**src/rtl/expansion_timer.sv**
```systemverilog
// Programmable down-counting timer on an 8-bit I/O expansion bus; IRQ path gated by EXPANSION_TIMER_IRQ_EN.
// Latency: reads are combinational, writes commit on one clock, o_irq lags EXP by one clock.
// Backpressure: none, the bus is never stalled and a held write strobe commits only once.
module expansion_timer #(
   parameter logic [7:0] BASE_ADDR = 8'hF4
) (
   input  logic       i_clk,
   input  logic       i_reset,
   input  logic [7:0] i_bus,
   output logic [7:0] o_bus,
   output logic       o_busNOE,
   input  logic       i_ioNCE,
   input  logic [7:0] i_ioAddress,
   input  logic       i_ioNOE,
   input  logic       i_ioNWE,
   output logic       o_irq
);

   logic       sel;
   logic [1:0] reg_sel;
   logic       wr_now;
   logic       wr_prev;
   logic       wr_fire;
   logic       en;
   logic       auto_rl;
   logic       irqen;
   logic       exp_flag;
   logic [7:0] presc;
   logic [7:0] reload;
   logic [7:0] count;
   logic [7:0] pcnt;
   logic       tick;
   logic       expire;
   logic [7:0] rd_dat;

   assign sel     = ~i_ioNCE & (i_ioAddress[7:2] == BASE_ADDR[7:2]);
   assign reg_sel = i_ioAddress[1:0];
   assign wr_now  = sel & ~i_ioNWE;
   assign wr_fire = wr_now & ~wr_prev;
   assign tick    = en & (pcnt == presc);
   assign expire  = tick & (count == 8'd0);

   always_comb begin
      rd_dat = 8'h00;
      case (reg_sel)
         2'd0: rd_dat = {5'b0, irqen, auto_rl, en};
         2'd1: rd_dat = presc;
         2'd2: rd_dat = count;
         2'd3: rd_dat = {7'b0, exp_flag};
         default: rd_dat = 8'h00;
      endcase
   end

   assign o_busNOE = ~(sel & ~i_ioNOE);
   assign o_bus    = o_busNOE ? 8'hFF : rd_dat;

   // Later assignments in this block win, which encodes the collision precedence:
   // bus writes override tick effects, and expiry overrides a STATUS clear.
   always_ff @(posedge i_clk or posedge i_reset) begin
      if (i_reset) begin
         wr_prev  <= 1'b0;
         en       <= 1'b0;
         auto_rl  <= 1'b0;
         exp_flag <= 1'b0;
         presc    <= 8'd0;
         reload   <= 8'd0;
         count    <= 8'd0;
         pcnt     <= 8'd0;
      end else begin
         wr_prev <= wr_now;
         if (en) begin
            pcnt <= tick ? 8'd0 : pcnt + 8'd1;
         end
         if (tick) begin
            if (count != 8'd0) begin
               count <= count - 8'd1;
            end else if (auto_rl) begin
               count <= reload;
            end else begin
               en <= 1'b0;
            end
         end
         if (wr_fire) begin
            case (reg_sel)
               2'd0: begin
                  en      <= i_bus[0];
                  auto_rl <= i_bus[1];
               end
               2'd1: presc <= i_bus;
               2'd2: begin
                  reload <= i_bus;
                  count  <= i_bus;
                  pcnt   <= 8'd0;
               end
               2'd3: begin
                  if (i_bus[0]) begin
                     exp_flag <= 1'b0;
                  end
               end
               default: ;
            endcase
         end
         if (expire) begin
            exp_flag <= 1'b1;
         end
      end
   end

`ifdef EXPANSION_TIMER_IRQ_EN
   always_ff @(posedge i_clk or posedge i_reset) begin
      if (i_reset) begin
         irqen <= 1'b0;
         o_irq <= 1'b0;
      end else begin
         if (wr_fire && (reg_sel == 2'd0)) begin
            irqen <= i_bus[2];
         end
         o_irq <= exp_flag & irqen;
      end
   end
`else
   assign irqen = 1'b0;
   assign o_irq = 1'b0;
`endif

endmodule

```
**config.mk**
```make
export PLATFORM = sky130hd
export DESIGN_NAME = expansion_timer
export DESIGN_NICKNAME = d
export VERILOG_FILES = /design/src/rtl/expansion_timer.sv
export SDC_FILE = /design/constraint.sdc
export NUM_CORES = 1
export LEC_CHECK = 0
export CAP_MARGIN = 10
export CORE_UTILIZATION = 58
export DETAILED_ROUTE_END_ITERATION = 12
export PLACE_DENSITY = 0.85
export SLEW_MARGIN = 20
export SYNTH_ARGS = -nofsm -noshare
export SYNTH_HDL_FRONTEND = slang
export SYNTH_SLANG_ARGS = --single-unit
```
**constraint.sdc**
```tcl
create_clock -name i_clk -period 2.8 [get_ports i_clk]
set_input_delay 0.42 -clock i_clk [delete_from_list [all_inputs] [get_ports i_clk]]
set_output_delay 0.42 -clock i_clk [all_outputs]
set_load 0.05 [all_outputs]
```
Word level (Yosys, flattened, before mapping)
Cells that the tools add are included.

Add/sub/neg operators: 2. Eq/ne operators: 5. Mux-type cells: 20. Bitwise operators: 11. Reductions and logical operators: 10.

Operator list (count): $mux 8 (10); $pmux 8 s4 (1); $mux 1 (9); $add 8x1->8 const B (1); $eq 8x8->1 (1); $logic_not 8->1 (1); $reduce_bool 8->1 (1); $sub 8x1->8 const B (1); $and 1x1->1 (6); $eq 6x6->1 const B (1); $reduce_and 2->1 (3); $reduce_bool 2->1 (3); $not 1->1 (5); $eq 2x2->1 const B (2); $reduce_and 3->1 (1); $eq 2x1->1 const B (1); $logic_not 2->1 (1).

Register bits: 36. Input port bits: 21.

Longest topological paths before layout
Gate-level depths: netlist of run 1.

Word-level depth: 6. Mapped depth: 7. Gate-level depth less buffers: 7.

Worst setup path before layout of run 1
No wires, ideal clock.

Path type: input to output. Start point: in i_ioNCE. End point: out o_bus[2]. Arrival: 1.932 ns. Setup slack: 0.448 ns. Stages: 4. Buffers on the path: 1. Path through: nand4b_1 > or3_1 > clkbuf_1 > a221o_1.

Cells in the longest elaborated chain, start to end: 4.

Ends and longest elaborated chain: start: declaration (line 12) `input logic i_ioNCE,`; $not 1->1 (line 36) `assign sel = ~i_ioNCE & (i_ioAddress[7:2] == BASE_ADDR[7:2]);`; $and 1x1->1 (line 36); $and 1x1->1 (line 54) `assign o_busNOE = ~(sel & ~i_ioNOE);`; $mux 8 (line 55) `assign o_bus = o_busNOE ? 8'hFF : rd_dat;`; end: declaration (line 10) `output logic [7:0] o_bus,`.

No other way between the ends.

Worst setup path after layout of run 1
Start point: in i_ioAddress[5]. End point: out o_bus[7].

Cells in the longest elaborated chain, start to end: 4.

Ends and longest elaborated chain: start: declaration (line 13) `input logic [7:0] i_ioAddress,`; $eq 6x6->1 (line 36); $and 1x1->1 (line 36); $and 1x1->1 (line 54); $mux 8 (line 55).

No other way between the ends.

==> results.yml, run 1 <==
pwr:
  powerDensity_nw_per_um2: 665.8
  p_leak_nw: 1.095
  peakVddDrop_v: 0.0004183
  pwr-share-clk_pct: 18.3
  switchingPower_uw: 613.2
  p_int_mw: 1.014
  combPwrFrac_pct: 33.2
  swShare_pct: 37.69
  p_seq_share_pct: 48.4
yosys:
  synth_top_family_by_area: "simple AND/OR/NAND/NOR gates"
  postSynthAreaPerCell_um2: 9.499
  ys_warn_count: 0
  async_flop_share_pct: 100.0
  synth_seq_area_share_pct: 43.50
  yosys.area_share.simple_pct: 21.99
  synth_cells: 218
  yosys.cell_types.count: 49
  syn_nets: 242
  synth_area_um2: 2071
  synth_fa_ha_area_share_pct: 1.813
  synth_edf_count: 0
  synth_mux_area_share_pct: 8.399
  synth-xor-area-share_pct: 5.921
  synth_ff_type: "dfrtp_1"
  synth_compound_area_share_pct: 14.56
  synth-seq-cells: 36
run_status:
  status: "complete, no violations"
worst_setup_path:
  reg2reg_from: "count[6]$_DFF_PP0_"
  cp-startpoint: "i_ioAddress[5]"
  cp-endpoint: "o_bus[7]"
  cp-start-kind: "input pin"
  cp-end-kind: "primary output"
  rr_endpoint: "en$_DFF_PP0_"
  worstSetupPathType: "in2out"
  reg2reg_slack_ns: 0.72
  r2r_cells: 5
  required_ns: 2.38
  arrival_ns: 2.13
  cp_max_fo: 9
die:
  die_width_um: 61.75
  ios: 31
  core_um2: 3390
  dieHeight_um: 61.75
  die-area_um2: 3813
  rows: 21
  start_util_pct: 61.09
drt:
  first_pass_iters: 4
  wl_per_cell_um: 16.32
  vias_per_cell: 6.054
  vias: 1786
  wl_um: 4813
  drc: 0
  ant_nets: 0
  drtIter0Drc: 144
timing:
  grt_setup_unrepaired: "no"
  holdWs_ns: 0.4636
  fin_skew_ns: 0.01001
  tightestPinTransition_ns: 0.7651
  hold_viol_final: 0
  post-route-period-util_pct: 90.99
  slew_headroom_pct: 48.60
  setup_violations: 0
  clock.fmax_mhz: 392.5
  setup-tns-final_ns: 0
  slew_viol_final: 0
  period_needed_ns: 2.548
layout:
  final_core_util_pct: 72.09
  mostFrequentLayoutCells: "dfrtp_1, nand2_1, clkdlybuf4s50_1"
  final_common_cell: "dfrtp_1"
  drive_above_1_share_pct: 12.85
  syn_to_final_growth_pct: 18.01
  fin_area_um2: 2444
  final_cells: 295
  n_antenna_cell: 0
  fin_nets: 272
clock_network:
  cts_root_buffer: "clkbuf_4"
  cts_tree: "done"
  postCtsHoldBufs: 0
  htree_levels: 2
  clock_path_buffers: 2
  cts_sinks: 36
  clk_latency_ns: 0.35
  postCtsSetupBuffers: 0
  path_clk_slew_ns: 0.10
  cts-buffers-inserted: 5
  post_cts_resized: 0
run:
  drv_cap: 0
placed_design:
  place_congestion: 0.8682
  port_buffers: 29
  placed_area_um2: 2385
  dp_hpwl_um: 3512
  place_inst: 287
grt:
  grt_pass1_vias: 1635
  grt_use_total_pct: 27.77
  grt_pass1_wl_um: 7576
  antenna_found_initial: 0
  grt_max_degree: 37
  overflow: 0
min_path:
  hp-class: "in2async"
-- metrics by stage --
stage | setup slack (ns) | total power, mW
2_1_floorplan | 0.4478 | 1.165
3_3_place_gp | 0.2562 | 1.301
3_5_place_dp | 0.2009 | 1.330
4_1_cts | 0.2263 | 1.624
5_1_grt | 0.1480 | 1.733
6_report | 0.2523 | 1.627
-- synth_stat cells (2+ instances only) --
master / number / share of area [%]
buf_2: 3 / 0.72
xnor2_1: 11 / 4.7
nor2b_1: 5 / 1.5
nor4_2: 2 / 1.2
a31o_1: 2 / 0.85
mux2_2: 9 / 4.9
xor2_1: 3 / 1.3
nand3_1: 5 / 1.2
mux2i_1: 5 / 2.4
or3_1: 3 / 0.91
a21oi_1: 7 / 1.7
ha_1: 3 / 1.8
nand3b_1: 2 / 0.72
a221o_1: 6 / 2.9
a21o_1: 3 / 1.1
a211o_1: 3 / 1.3
clkbuf_1: 7 / 1.3
nor3_1: 4 / 0.97
dfrtp_1: 36 / 44
and3_1: 3 / 0.91
nor2_1: 19 / 3.4
o21ai_0: 5 / 1.2
a31oi_1: 3 / 0.91
nand4_1: 7 / 2.1
nand2_1: 30 / 5.4
and2_1: 2 / 0.60
inv_1: 7 / 1.3
o2bb2ai_1: 2 / 0.85
-- area by class of cell --
type	count	area, um2
repair buffers	34	305.3
fillers	273	945.9
inverters	7	26.28
clock buffers	8	58.81
well taps	46	57.56
flip-flops and latches	36	900.9
multi-input cells	164	1095
-- worst min path at each step --
| stage | start | to | slack, ns | cells after the start |
|---|---|---|---|---|
| 4_1_cts | i_reset | reload[4]$_DFFE_PP0P_ | 0.49 | 3 |
| 3_5_place_dp | reload[1]$_DFFE_PP0P_ | reload[1]$_DFFE_PP0P_ | 0.47 | 2 |
| 3_3_place_gp | reload[6]$_DFFE_PP0P_ | reload[6]$_DFFE_PP0P_ | 0.46 | 2 |
| 5_1_grt | reload[2]$_DFFE_PP0P_ | reload[2]$_DFFE_PP0P_ | 0.51 | 1 |
| 6_report | i_reset | presc[4]$_DFFE_PP0P_ | 0.46 | 3 |
| 2_1_floorplan | reload[0]$_DFFE_PP0P_ | reload[0]$_DFFE_PP0P_ | 0.44 | 2 |
-- power by group through the flow --
stage                     sequential (mW)  clock, mW  combinational [mW]
after CTS                           0.783      0.301               0.540
after detailed placement            0.793          0               0.536
after floorplan                     0.735          0               0.430
final                               0.788      0.298               0.541
after global routing                0.807      0.323               0.603
after global placement              0.791          0               0.509
-- metal layers --
layer | routed length (um) | GRT usage (%) | up-vias
met3 | 402 | 6.004 | 8
met1 | 2037 | 36.92 | 865
li1 | - | - | 832
met2 | 2289 | 43.93 | 81
met5 | 0 | 0 | -
met4 | 82 | 12.06 | 0
-- worst max-delay path, stage by stage --
cell	delay (ns)
clkdlybuf4s50_1	0.46
nand4b_1	0.18
or3_1	0.56
a221o_1	0.32
buf_4	0.19
-- logic make-up after synthesis --
family          after synthesis
mux                          15
flops                        36
fa+ha+maj                     3
simple gates                 90
compound gates               41
other cells                   1
buf+inv                      18
xor+xnor                     14
-- registers in the layout, indices dropped and copies added (netlist names) --
signal,flops
auto_rl,1
count,8
en,1
exp_flag,1
pcnt,8
presc,8
reload,8
wr_prev,1
No activity file was read; power rests on OpenSTA's default activity.
==> run 2, diff against run 1 <==
SKIP_LAST_GASP = 1   (was default)
SLEW_MARGIN = default   (was 20)
==> results of run 2 <==
The final DEF is identical to that of run 1; final timing and power are the same.
==> run 3, diff against run 2 <==
MAX_ROUTING_LAYER = met4   (was default)
==> results.yml, run 3 (synthesized netlist as in run 1, its figures left out) <==
worst_setup_path:
  worstSetupPathType: "in2out"
  reg2reg_from: "count[6]$_DFF_PP0_"
  path_buf_inv: 2
  reg2reg_slack_ns: 0.72
  crit_family: "simple AND/OR/NAND/NOR gates"
  worstPathCellList: "clkdlybuf4s50_1 -> nand4b_1 -> or3_1 -> a221o_1 -> buf_4"
  arrival_ns: 2.13
  slowest_stage: "or3_1"
  cpPeakStageDelay_ns: 0.56
  cp-start-kind: "input pin"
  cp-end-kind: "primary output"
  required_ns: 2.38
  cp_max_fo: 9
  r2r_cells: 5
  rr_endpoint: "en$_DFF_PP0_"
drt:
  wl_per_cell_um: 16.19
  ant_nets: 0
  vias_per_cell: 6.034
  vias: 1780
  wl_um: 4777
  first_pass_iters: 4
  drtIter0Drc: 146
  drc: 0
pwr:
  p_seq_share_pct: 48.3
  p_leak_nw: 1.095
  pwr-share-clk_pct: 18.5
  switchingPower_uw: 612.1
  combPwrFrac_pct: 33.2
  peakVddDrop_v: 0.0004183
  powerDensity_nw_per_um2: 665.4
  p_int_mw: 1.014
  swShare_pct: 37.65
die:
  dieHeight_um: 61.75
  rows: 21
  start_util_pct: 61.09
  die-area_um2: 3813
  ios: 31
  die_width_um: 61.75
  core_um2: 3390
placed_design:
  place_congestion: 0.8824
  place_inst: 287
  port_buffers: 29
  dp_hpwl_um: 3512
clock_network:
  htree_levels: 2
  cts-buffers-inserted: 5
  clk_latency_ns: 0.35
  post_cts_resized: 0
  cts_tree: "done"
  cts_sinks: 36
  path_clk_slew_ns: 0.10
  clock_path_buffers: 2
  postCtsHoldBufs: 0
  postCtsSetupBuffers: 0
  cts_root_buffer: "clkbuf_4"
timing:
  grt_setup_unrepaired: "no"
  clock.fmax_mhz: 391.8
  tightestPinTransition_ns: 0.7695
  fin_skew_ns: 0.009632
  setup_violations: 0
  holdWs_ns: 0.4638
  setup-tns-final_ns: 0
  period_needed_ns: 2.553
  slew_viol_final: 0
  post-route-period-util_pct: 91.16
  hold_viol_final: 0
  slew_headroom_pct: 48.31
grt:
  grt_pass1_vias: 1641
  grt_pass1_wl_um: 7569
  grt_use_total_pct: 28.61
  antenna_found_initial: 0
  grt_max_degree: 37
  overflow: 0
layout:
  fin_nets: 272
  syn_to_final_growth_pct: 18.01
  mostFrequentLayoutCells: "dfrtp_1, nand2_1, clkdlybuf4s50_1"
  n_antenna_cell: 0
  final_core_util_pct: 72.09
  final_common_cell: "dfrtp_1"
  final_cells: 295
  drive_above_1_share_pct: 12.85
run:
  drv_cap: 0
min_path:
  hp-class: "in2async"
run_status:
  status: "complete, no violations"
run 3: routing by layer:
| layer | track usage (%) | vias up | routed length, um |
|---|---|---|---|
| li1 | - | 836 | - |
| met1 | 36.92 | 859 | 2006 |
| met2 | 43.78 | 77 | 2302 |
| met3 | 6.004 | 8 | 386 |
| met4 | 12.06 | 0 | 82 |
| met5 | - | - | 0 |
run 3: worst max-delay path by stage:
stage | slack, ns | end | cells after the start | startpoint
6_report | 0.25 | o_bus[7] | 5 | i_ioAddress[5]
2_1_floorplan | 0.45 | o_bus[2] | 4 | i_ioNCE
3_3_place_gp | 0.26 | o_bus[1] | 5 | i_ioAddress[5]
5_1_grt | 0.15 | o_bus[6] | 5 | i_ioAddress[5]
4_1_cts | 0.23 | o_bus[7] | 5 | i_ioAddress[5]
3_5_place_dp | 0.20 | auto_rl$_DFFE_PP0P_ | 5 | i_ioAddress[5]
run 3: per-stage QoR:
stage | power (mW) | setup slack (ns) | instance area (um2)
after global placement | 1.301 | 0.2562 | 2385
after global routing | 1.732 | 0.1480 | 2444
after CTS | 1.624 | 0.2263 | 2444
after detailed placement | 1.330 | 0.2009 | 2385
after floorplan | 1.165 | 0.4478 | 2071
final | 1.626 | 0.2474 | 2444
run 3: power by group through the flow:
stage / Sequential (mW) / Clock (mW) / Combinational, mW
after global placement: 0.791 / 0 / 0.509
after floorplan: 0.735 / 0 / 0.430
after CTS: 0.783 / 0.301 / 0.540
after global routing: 0.807 / 0.322 / 0.603
final: 0.786 / 0.300 / 0.540
after detailed placement: 0.793 / 0 / 0.536
run 3: area by class of cell:
type | instances | area (um2)
tap | 46 | 57.56
inverter | 7 | 26.28
multi-input combinational | 164 | 1095
clock buffer | 8 | 58.81
fill | 273 | 945.9
timing repair buffer | 34 | 305.3
sequential | 36 | 900.9
run 3: worst reg2reg max path, delay by kind of cell (launching register included):
kind	cells	cell delay, ns
AO/OA/AOI/OAI	2	0.32
flip-flops	1	0.46
AND/OR/NAND/NOR	3	1.20
==> RTL change: new RTL, settings of run 1 <==
Put a register stage on the output `o_bus`, cleared by the reset. The value now appears one clock later. The other outputs are not delayed to match.
--- a/src/rtl/expansion_timer.sv
+++ b/src/rtl/expansion_timer.sv
@@ -52,7 +52,13 @@
    end
 
    assign o_busNOE = ~(sel & ~i_ioNOE);
-   assign o_bus    = o_busNOE ? 8'hFF : rd_dat;
+   always_ff @(posedge i_clk or posedge i_reset) begin
+      if (i_reset) begin
+         o_bus <= '0;
+      end else begin
+         o_bus <= o_busNOE ? 8'hFF : rd_dat;
+      end
+   end
 
    // Later assignments in this block win, which encodes the collision precedence:
    // bus writes override tick effects, and expiry overrides a STATUS clear.
Behaviour: not the same (a bounded check fails within 4 cycles, from zero or initial values and one cycle with i_reset high).
==> RTL change against run 1 <==
  * Area after synthesis grew 9.3%
  * Setup slack improved by 0.24 ns
  * Clock skew down 0.0022 ns
  * Final area grew 11%
  * Critical path type is now flop to flop
  * Sequential share of layout area up 3.8 points
  * Wire length grew 8.2%
  * Critical endpoint is now count[4]$_DFF_PP0_
  * Sequential cell count rose by 8
Power is not compared: it rests on default switching activity, and its combinational part moved more than twofold at a synthesized area within 25%.
==> RTL change: results (changes against run 1) <==
[drt]
viasPerCell = 6.07  ; +0.33%
drtIter0Drc = 171  ; +19%
dr.pass1.iters = 7  ; +3
wire_per_inst_um = 16.7  ; +2.7%

[worst_setup_path]
r2r_slack_ns = 0.49  ; -0.23 ns
startpoint = count[6]$_DFF_PP0_
r2r_cells = 5  ; unchanged
cp_data_arrival_time_ns = 2.50  ; +0.37 ns
path_max_fanout = 7  ; -2

[clock_tree]
holdBufCountCts = 0  ; unchanged
cts_buffer_depth = 2  ; unchanged
insertion_delay_ns = 0.30  ; -0.05 ns
clockRootBuffer = clkbuf_8
cts_made_buffers = 5  ; unchanged
clk_pin_slew_ns = 0.08  ; -0.02 ns

[logic_synthesis]
seq_area_frac_synth_pct = 48.6  ; +5.1 points
synth_xor_area_share_pct = 5.80  ; -0.12 points
syn-num-nets = 255  ; +5.4%
ys_types = 46  ; -6.1%
synth_mux_area_share_pct = 6.85  ; -1.5 points
netlist_instances = 231  ; +6.0%
synth.area.top_cells = dfrtp_1, nand2_1, mux2_2, xnor2_1, xor2_1

[place]
placedCellCount = 303  ; +5.6%
routabilityCongestion = 0.860  ; -0.96%
dp_hpwl_um = 3740  ; +6.6%

[sta]
relSlewSlack_pct = 51.4  ; +2.8 points
clock_skew_ns = 0.00784  ; -0.00217 ns

[finish]
fin_cells = 311  ; +5.4%
nets = 286  ; +5.1%
drive_above_1_share_pct = 11.0  ; -1.8 points
fill_cells = 282  ; +3.3%

[global_route]
grt_pass1_wl_um = 8350  ; +10%
grt_max_degree = 18  ; -51%
first_global_vias = 1721  ; +5.3%
grt.total_usage_pct = 27.5  ; -0.29 points

[outcome]
outcome = completed

[die]
die_x_um = 64.5  ; +4.4%

RTL change: worst max-delay path, cell delays in order, from the launching register on:
cell	delay (ns)
dfrtp_1	0.43
or4_1	0.66
or4b_1	0.64
o22a_1	0.22
o21ai_0	0.15
o21ai_1	0.09
RTL change: worst min path at each step:
stage,start,end,cells after the start
4_1_cts,i_reset,presc[3]$_DFFE_PP0P_,2
6_report,i_reset,presc[3]$_DFFE_PP0P_,2
2_1_floorplan,reload[1]$_DFFE_PP0P_,reload[1]$_DFFE_PP0P_,2
3_3_place_gp,reload[1]$_DFFE_PP0P_,reload[1]$_DFFE_PP0P_,2
5_1_grt,i_reset,count[6]$_DFF_PP0_,2
3_5_place_dp,reload[1]$_DFFE_PP0P_,reload[1]$_DFFE_PP0P_,2
RTL change: layout make-up:
class	count	area (sq um)	share of cell area, %
timing repair buffer	37	348	12.9
inverter	8	30.0	1.11
tap	48	60.1	2.22
clock buffer	8	90.1	3.33
multi-input combinational	166	1080	39.8
sequential	44	1100	40.7
RTL change: metal layers:
layer | track usage (%) | vias up | routed length (um)
li1 | - | 875 | -
met1 | 37.2 | 905 | 2320
met2 | 42.4 | 98 | 2400
met3 | 7.04 | 11 | 374
met4 | 10.8 | 0 | 114
met5 | 0 | - | 0
RTL change: cell families after synthesis:
family,after synthesis
and+or+nand+nor,91
DFF,44
xor gates and xnor gates,15
muxes,13
buffers and inverters,21
AOI/OAI and AO/OA,43
other,1
adders and majority gates,3
RTL change: metrics by stage:
stage,hold WS [ns],instance area [sq um],setup WS (ns)
global route,0.423,2710,0.328
global placement,0.455,2620,0.525
detailed placement,0.465,2620,0.537
floorplan,0.437,2260,0.671
CTS,0.410,2710,0.511
finish,0.388,2710,0.491
RTL change: where the power goes:
part | switching [uW] | total [uW] | internal [uW] | leakage (uW)
sequential | 55.1 | 730 | 675 | 0.000525
combinational | 93.5 | 188 | 94.7 | 0.000626
clock | 209 | 410 | 201 | 0.0000455
